===== config.mk =====
export PLATFORM = sky130hd
export DESIGN_NAME = pipelined_adder_seg
export DESIGN_NICKNAME = d
export VERILOG_FILES = /design/src/rtl/adder_pkg.sv /design/src/rtl/adder_seg_stage.sv /design/src/rtl/pipelined_adder_seg.sv
export SDC_FILE = /design/constraint.sdc
export NUM_CORES = 1
export LEC_CHECK = 0
export BUFFER_PORTS_ARGS = -buffer_cell sky130_fd_sc_hd__buf_2
export CORE_UTILIZATION = 55
export DETAILED_ROUTE_END_ITERATION = 6
export PLACE_DENSITY = 0.81
export SLEW_MARGIN = 20
export SYNTH_ARGS = -nofsm -noshare
export SYNTH_HDL_FRONTEND = slang
export SYNTH_SLANG_ARGS = --single-unit

===== constraint.sdc =====
create_clock -name clk -period 3.3 [get_ports clk]
set_input_delay 0.165 -clock clk [delete_from_list [all_inputs] [get_ports clk]]
set_output_delay 0.165 -clock clk [all_outputs]
set_load 0.05 [all_outputs]

===== src/rtl/adder_pkg.sv =====
// Shared definitions for the segmented pipelined adder: configuration helpers
// and the per-stage control bundle carried alongside each segment's sum bits.
package adder_pkg;

  // Control state registered by every segment stage.
  typedef struct packed {
    logic vld;
    logic carry;
    logic ovf;
  } seg_ctl_t;

  localparam int SEG_CTL_W = $bits(seg_ctl_t);

  function automatic bit cfg_ok(input int width, input int seg_w);
    return (seg_w > 0) && (width >= seg_w) && ((width % seg_w) == 0);
  endfunction

  function automatic int seg_count(input int width, input int seg_w);
    return (seg_w > 0) ? (width / seg_w) : 1;
  endfunction

endpackage


===== src/rtl/adder_seg_stage.sv =====
// One pipeline stage of the segmented adder: adds one SEG_W-bit segment with the
// incoming carry and registers sum, carry and valid; holds everything on ~advance.
module adder_seg_stage
  import adder_pkg::*;
#(
  parameter int SEG_W = 4,
  parameter bit LAST  = 1'b0
) (
  input  logic             clk,
  input  logic             rst_n,
  input  logic             advance,
  input  logic             vld_in,
  input  logic [SEG_W-1:0] a_seg,
  input  logic [SEG_W-1:0] b_seg,
  input  logic             c_in,
  output logic [SEG_W-1:0] sum_seg,
  output logic             c_out,
  output logic             ovf,
  output logic             vld
);

  logic [SEG_W:0]   total;
  logic             c_msb;
  logic             ovf_c;
  seg_ctl_t         ctl_p;
  logic [SEG_W-1:0] sum_p;

  assign total = {1'b0, a_seg} + {1'b0, b_seg} + {{SEG_W{1'b0}}, c_in};
  // Carry into the MSB is recovered from the MSB sum bit and its two operand bits.
  assign c_msb = a_seg[SEG_W-1] ^ b_seg[SEG_W-1] ^ total[SEG_W-1];
  assign ovf_c = c_msb ^ total[SEG_W];

  // Stage register: bubbles advance the valid bit but leave data untouched.
  always_ff @(posedge clk or negedge rst_n) begin
    if (!rst_n) begin
      ctl_p <= '0;
      sum_p <= '0;
    end else if (advance) begin
      ctl_p.vld <= vld_in;
      if (vld_in) begin
        ctl_p.carry <= total[SEG_W];
        ctl_p.ovf   <= LAST ? ovf_c : 1'b0;
        sum_p       <= total[SEG_W-1:0];
      end
    end
  end

  assign sum_seg = sum_p;
  assign c_out   = ctl_p.carry;
  assign ovf     = ctl_p.ovf;
  assign vld     = ctl_p.vld;

endmodule


===== src/rtl/pipelined_adder_seg.sv =====
// Segmented ripple-carry adder/subtractor, one pipeline stage per SEG_W-bit segment,
// with a valid/ready handshake and a global enable that freezes the whole pipeline.
module pipelined_adder_seg
  import adder_pkg::*;
#(
  parameter int WIDTH = 8,
  parameter int SEG_W = 4
) (
  input  logic             clk,
  input  logic             rst_n,
  input  logic             en,
  input  logic             in_valid,
  output logic             in_ready,
  input  logic [WIDTH-1:0] a,
  input  logic [WIDTH-1:0] b,
  input  logic             cin,
  input  logic             sub,
  output logic             out_valid,
  input  logic             out_ready,
  output logic [WIDTH-1:0] sum,
  output logic             cout,
  output logic             ovf
);

  localparam int NSEG = seg_count(WIDTH, SEG_W);

  if (!cfg_ok(WIDTH, SEG_W)) begin : g_cfg_err
    $error("pipelined_adder_seg: WIDTH must be a non-zero multiple of SEG_W");
  end

  logic             advance;
  logic [WIDTH-1:0] b_eff;
  logic             c0;
  logic [NSEG-1:0]  ovf_vec;

  // A full output that is not being taken stalls every stage at once.
  assign advance  = en & ~(out_valid & ~out_ready);
  assign in_ready = advance;

  // Subtraction is folded into the operands at accept: A + ~B + 1.
  assign b_eff = sub ? ~b : b;
  assign c0    = sub | cin;

  for (genvar k = 0; k < NSEG; k++) begin : g_seg
    localparam int RW = WIDTH - k * SEG_W;

    logic [RW-1:0]            src_a;
    logic [RW-1:0]            src_b;
    logic                     c_in;
    logic                     vld_in;
    logic [SEG_W-1:0]         sum_seg;
    logic                     c_out;
    logic                     ovf_seg;
    logic                     vld;
    logic [(k+1)*SEG_W-1:0]   full;

    if (k == 0) begin : g_head
      assign src_a  = a;
      assign src_b  = b_eff;
      assign c_in   = c0;
      assign vld_in = in_valid;
      assign full   = sum_seg;
    end else begin : g_body
      logic [k*SEG_W-1:0] lo_p;

      assign src_a  = g_seg[k-1].g_fwd.opa_p;
      assign src_b  = g_seg[k-1].g_fwd.opb_p;
      assign c_in   = g_seg[k-1].c_out;
      assign vld_in = g_seg[k-1].vld;

      // Completed lower segments ride along so sum only ever shows whole results.
      always_ff @(posedge clk or negedge rst_n) begin
        if (!rst_n) begin
          lo_p <= '0;
        end else if (advance && vld_in) begin
          lo_p <= g_seg[k-1].full;
        end
      end

      assign full = {sum_seg, lo_p};
    end

    // Operand delay line: only the segments still to be added move forward.
    if (RW > SEG_W) begin : g_fwd
      logic [RW-SEG_W-1:0] opa_p;
      logic [RW-SEG_W-1:0] opb_p;

      always_ff @(posedge clk) begin
        if (advance && vld_in) begin
          opa_p <= src_a[RW-1:SEG_W];
          opb_p <= src_b[RW-1:SEG_W];
        end
      end
    end

    adder_seg_stage #(
      .SEG_W (SEG_W),
      .LAST  (k == NSEG - 1)
    ) u_stage (
      .clk     (clk),
      .rst_n   (rst_n),
      .advance (advance),
      .vld_in  (vld_in),
      .a_seg   (src_a[SEG_W-1:0]),
      .b_seg   (src_b[SEG_W-1:0]),
      .c_in    (c_in),
      .sum_seg (sum_seg),
      .c_out   (c_out),
      .ovf     (ovf_seg),
      .vld     (vld)
    );

    // Only the last stage produces a non-zero overflow flag.
    assign ovf_vec[k] = ovf_seg;
  end

  assign out_valid = g_seg[NSEG-1].vld;
  assign sum       = g_seg[NSEG-1].full;
  assign cout      = g_seg[NSEG-1].c_out;
  assign ovf       = |ovf_vec;

endmodule


# [After elaboration in Yosys (flattened, before gate mapping)]
# Index checks and enable logic that the tools add are counted.
[classes] mux=1 reduce_logical=4 bitwise=9 n_addsub=4
[op_table] cell="$add 4x4->5" count=2
[op_table] cell="$add 5x1->5" count=2
[op_table] cell="$mux 8" count=1
[op_table] cell="$not 8->8" count=1
[op_table] cell="$reduce_and 2->1" count=2
[op_table] cell="$xor 1x1->1" count=3
[op_table] cell="$and 1x1->1" count=2
[op_table] cell="$logic_and 1x1->1" count=2
[op_table] cell="$not 1->1" count=2
[op_table] cell="$or 1x1->1" count=1
[word_totals] wordCells=28 in_bits=23 out_inout_bits=12 register_bits=25

# [Logic depth before layout (Yosys ltp)]
[depth] depth_word=5 depth_mapped=9 mapped_depth_nobuf=8

# [Modules after synthesis]
# Synthesis repeated with hierarchy kept, for this count alone.
[hier_totals] cells_unflattened=108 area_unflattened_um2=1327.5
[modules_own_cells] module="pipelined_adder_seg" cells_each=32 seq_area_each_um2=340.3 instances=1 area_per_inst_um2=539.3
[modules_own_cells] module="adder_seg_stage (g_seg[1].u_stage)" cells_each=38 seq_area_each_um2=175.2 instances=1 area_per_inst_um2=404.1
[modules_own_cells] module="adder_seg_stage (g_seg[0].u_stage)" cells_each=38 seq_area_each_um2=150.1 instances=1 area_per_inst_um2=384.1

# [Least setup slack after synthesis]
# Ideal clock, no wire load.
[synth_timing] kind="input-to-reg" start="input port sub" end="register g_seg[0].u_stage.ctl_p (netlist bit g_seg[0].u_stage.c_out)" cell_stages=9 path_slack_ps=1515 path_buffers=1 arrival_ps=1662 cell_sequence="buf_2 or2_2 fa_1 inv_1 fa_1 nor2b_1 o21ai_0 nand3_1 a2bb2oi_1"
[synth_between] elab_chain_cells=3
[synth_rtl] element="from (decl)" line_no="pipelined_adder_seg.sv:17" rtl="input logic sub,"
[synth_rtl] element="$mux 8" line_no="pipelined_adder_seg.sv:41" rtl="assign b_eff = sub ? ~b : b;"
[synth_rtl] element="$add 4x4->5" line_no="adder_seg_stage.sv:28" rtl="assign total = {1'b0, a_seg} + {1'b0, b_seg} + {{SEG_W{1'b0}}, c_in};"
[synth_rtl] element="$add 5x1->5 *" line_no="adder_seg_stage.sv:28"
[synth_rtl] element="to (decl)" line_no="adder_seg_stage.sv:25" rtl="seg_ctl_t ctl_p;"
# Mark *: on every way between the ends. The rest lies on a longest branch, timed or not.
# A chain may end at the register's enable or synchronous reset.

# [Worst setup path after layout]
[layout_timing] start="register g_seg[0].u_stage.ctl_p (netlist bit g_seg[0].u_stage.c_out)" end="register g_seg[1].u_stage.ovf (netlist name)"
[layout_between] elab_chain_cells=3
[layout_rtl] element="$add 5x1->5 *" line_no="adder_seg_stage.sv:28"
[layout_rtl] element="$xor 1x1->1" line_no="adder_seg_stage.sv:30" rtl="assign c_msb = a_seg[SEG_W-1] ^ b_seg[SEG_W-1] ^ total[SEG_W-1];"
[layout_rtl] element="$xor 1x1->1 *" line_no="adder_seg_stage.sv:31" rtl="assign ovf_c = c_msb ^ total[SEG_W];"
# Marks and branches as above.

==> results.sh <==
export IMPL_status="finished, final reports clean"
export IMPL_fmax_mhz=549
export IMPL_p_seq_share_pct=41.7
export IMPL_synthTopCellsByCount="17 x dfrtp_1, 12 x inv_1, 12 x mux2_2"
export IMPL_fill_cells=170
export IMPL_vias=783
export IMPL_wl_per_cell_um=12.3
export IMPL_power_density_nw_per_um2=739
export IMPL_r2r_start="g_seg[0].u_stage.c_out$_DFFE_PN0P_"
export IMPL_slew_headroom_pct=75.1
export IMPL_internal_power_mw=0.627
export IMPL_viasPerCell=4.92
export IMPL_fin_setup_tns_ns=0
export IMPL_cp_required_ns=3.52
export IMPL_yosys_area_top_type="dfrtp_1"
export IMPL_clkLatencyLatePin_ns=0.31
export IMPL_yosysWarnings=0
export IMPL_grt_setup_unrepaired="no"
export IMPL_grt_first_pass_wirelength_um=3350
export IMPL_overflow=0
export IMPL_drt_initial_drc_count=6
export IMPL_clock_root_buffer="clkbuf_4"
export IMPL_layout_setup_ws_ns=1.48
export IMPL_die_w_um=50.0
export IMPL_drv_slew=0
export IMPL_initial_utilization_pct=57.9
export IMPL_clockBufferDepth=2
export IMPL_cts_tree="yes"
export IMPL_path_class="reg2reg"
export IMPL_vdd_drop_max_v=0.000436
export IMPL_cts_resized=0
export IMPL_final_nets=165
export IMPL_grt_max_degree=18
export IMPL_synth_async_sr_flop_share_pct=68.0
export IMPL_fin_util_pct=68.1
export IMPL_die_area_sq_um=2500
export IMPL_pin_count=35
export IMPL_grt_usage_pct=18.6
export IMPL_cp_max_fo=2
export IMPL_drive_gt1_share_pct=41.2
export IMPL_tightest_slew_ns=0.373
export IMPL_pwr_share_clk_pct=12.1
export IMPL_drt_pass1_iter_count=2
export IMPL_synthFlopType="dfrtp_1"
export IMPL_cp_arrival_ns=2.04
export IMPL_synth_most_common_cell="dfrtp_1"
export IMPL_net_switching_power_mw=0.476
export IMPL_first_global_vias=791
export IMPL_cp_start_kind="flop"
export IMPL_switching_share_pct=43.2
export IMPL_multi_input_area_sq_um=541
export IMPL_ys_top_cells_by_area="dfrtp_1 34%, edfxtp_1 19%, mux2_2 11%, fa_1 6.3%, ha_1 5.9%"
export IMPL_synth_edf_count=8
export IMPL_syn_nets=127
export IMPL_die_y_um=50.0
export IMPL_synth_avg_cell_area_sq_um=13.5
export IMPL_cts_inserted_buffers=3
export IMPL_syn_cell_area_sq_um=1270
export IMPL_yosysUniqueCellTypes=23
export IMPL_hold_buffers=1
export IMPL_htree_levels=1
export IMPL_hp_class="in2reg"
export IMPL_path_clk_slew_ns=0.13
export IMPL_synth_seq_cells=25
export IMPL_coreArea_sq_um=2190
export IMPL_r2r_end="g_seg[1].u_stage.ovf$_DFFE_PN0P_"
export IMPL_min_period_ns=1.82
export IMPL_hpwl_um=1610
export IMPL_ant_nets=0
export IMPL_r2r_setup_slack_ns=1.48
export IMPL_routed_wl_um=1950
export IMPL_dp_slack_ns=1.36
export IMPL_area_delta_synth_final_pct=17.8
export IMPL_drc=0
export IMPL_startpoint="g_seg[0].u_stage.c_out$_DFFE_PN0P_"
export IMPL_maxCapViolCount=0
export IMPL_post_cts_buffers=0
export IMPL_pwr_share_comb_pct=46.2
export IMPL_gp_congestion=0.690
export IMPL_skew_ns=0.00631
export IMPL_seq_area_sq_um=666
export IMPL_portBuffers=34
export IMPL_seq_area_frac_synth_pct=52.5
export IMPL_antenna_found_initial=0
export IMPL_netlist_area_leader_share_pct=33.6
export IMPL_diodes=0
export IMPL_setup_viol=0
export IMPL_worst_hold_path_num_cells=1
export IMPL_rows=17
export IMPL_syn_inst=94
export IMPL_crit_path_end_kind="flop"
export IMPL_worstHoldEndpoint="g_seg[0].g_fwd.opa_p[3]$_DFFE_PP_"
export IMPL_reg2reg_depth=7
export IMPL_hp_start="a[7]"
export IMPL_hold_violations=0
export IMPL_timing_final_crit_share_pct=55.2
export IMPL_p_leak_nw=0.734
export IMPL_cts_sinks=25
## cells in the final DEF (no fill, tap or decap)
| master | netlist | routed |
|---|---|---|
| a21oi_2 | 1 | 1 |
| a21oi_1 | 2 | 2 |
| fa_1 | 4 | 4 |
| o21a_4 | 1 | 1 |
| dfrtp_1 | 17 | 17 |
| nor2b_1 | 1 | 1 |
| nor2_1 | 2 | 2 |
| o21ai_0 | 3 | 3 |
| dlygate4sd3_1 | 0 | 1 |
| mux2_2 | 12 | 12 |
| xnor2_1 | 5 | 5 |
| nand3_1 | 1 | 1 |
| clkbuf_1 | 0 | 1 |
| xor2_1 | 8 | 8 |
| a2bb2oi_1 | 1 | 1 |
| a21o_1 | 2 | 2 |
| mux2i_1 | 2 | 2 |
| buf_2 | 1 | 34 |
| nand2_2 | 2 | 2 |
| or2_2 | 1 | 1 |
| nand2b_1 | 1 | 1 |
| ha_1 | 6 | 6 |
| clkbuf_4 | 0 | 3 |
| edfxtp_1 | 8 | 8 |
| inv_1 | 12 | 12 |
## power by group through the flow
stage                     sequential [mW]  clock (mW)  combinational (mW)
after floorplan                     0.694           0               0.168
after global placement              0.464           0               0.499
after detailed placement            0.471           0               0.513
after CTS                           0.463       0.138               0.514
after global routing                0.475       0.150               0.542
final                               0.460       0.134               0.509
## critical path, cell delays in order, from the launching register on
cell and delay, ns:
dfrtp_1 0.39, fa_1 0.21, inv_1 0.06, fa_1 0.39
nand2b_1 0.16, a21oi_1 0.19, xnor2_1 0.09, mux2_2 0.25
## kinds of logic after synthesis
kind of cell             Yosys count  synth area share (%)
flip-flops                        25                  52.5
AO/OA/AOI/OAI                     10                  5.72
AND/OR/NAND/NOR                    8                  3.46
multiplexers                      14                  12.2
buffers and inverters             14                  4.84
XOR/XNOR                          13                  8.98
adder cells (fa/ha/maj)           10                  12.2
## metrics by stage
| step | hold WS (ns) | cell area, sq um | total power [mW] | cells |
|---|---|---|---|---|
| 2_1_floorplan | -0.131 | 1270 | 0.862 | 94 |
| 3_3_place_gp | 0.0939 | 1460 | 0.962 | 154 |
| 3_5_place_dp | 0.101 | 1460 | 0.984 | 154 |
| 4_1_cts | 0.00900 | 1490 | 1.12 | 159 |
| 5_1_grt | 0.00485 | 1490 | 1.17 | 159 |
| 6_report | 0.0173 | 1490 | 1.10 | 159 |
## per-layer routing
metal,wire length (um),vias up,GRT usage (%),share of wire (%)
li1,-,388,-,-
met4,51,0,11.4,2.6
met2,974,30,31.3,50
met1,852,361,22.2,44
met3,74,4,2.78,3.8
met5,0,-,0,0
## state kept, by name, summed over array words and instances, names as in the netlist
register	cells
g_seg.u_stage.sum_seg	8
g_seg.g_fwd.opa_p	4
g_seg.g_fwd.opb_p	4
g_seg.g_body.lo_p	4
g_seg.u_stage.c_out	2
g_seg.u_stage.vld	2
g_seg.u_stage.ovf	1
## cell type report
type | count | area share [%]
flip-flops and latches | 25 | 44.6
multi-input cells | 55 | 36.2
repair buffers | 35 | 12.1
inverters | 12 | 3.02
well taps | 28 | 2.35
clock buffers | 4 | 1.76
## worst max-delay path by stage
stage                                                         end  cells past startpoint
after global routing             g_seg[1].u_stage.ovf$_DFFE_PN0P_                      7
final                            g_seg[1].u_stage.ovf$_DFFE_PN0P_                      7
after global placement         g_seg[0].u_stage.c_out$_DFFE_PN0P_                      9
after CTS                        g_seg[1].u_stage.ovf$_DFFE_PN0P_                      7
after floorplan                g_seg[0].u_stage.c_out$_DFFE_PN0P_                      9
after detailed placement  g_seg[0].u_stage.sum_seg[3]$_DFFE_PN0P_                      7
Power figures use the tool's default switching activity.
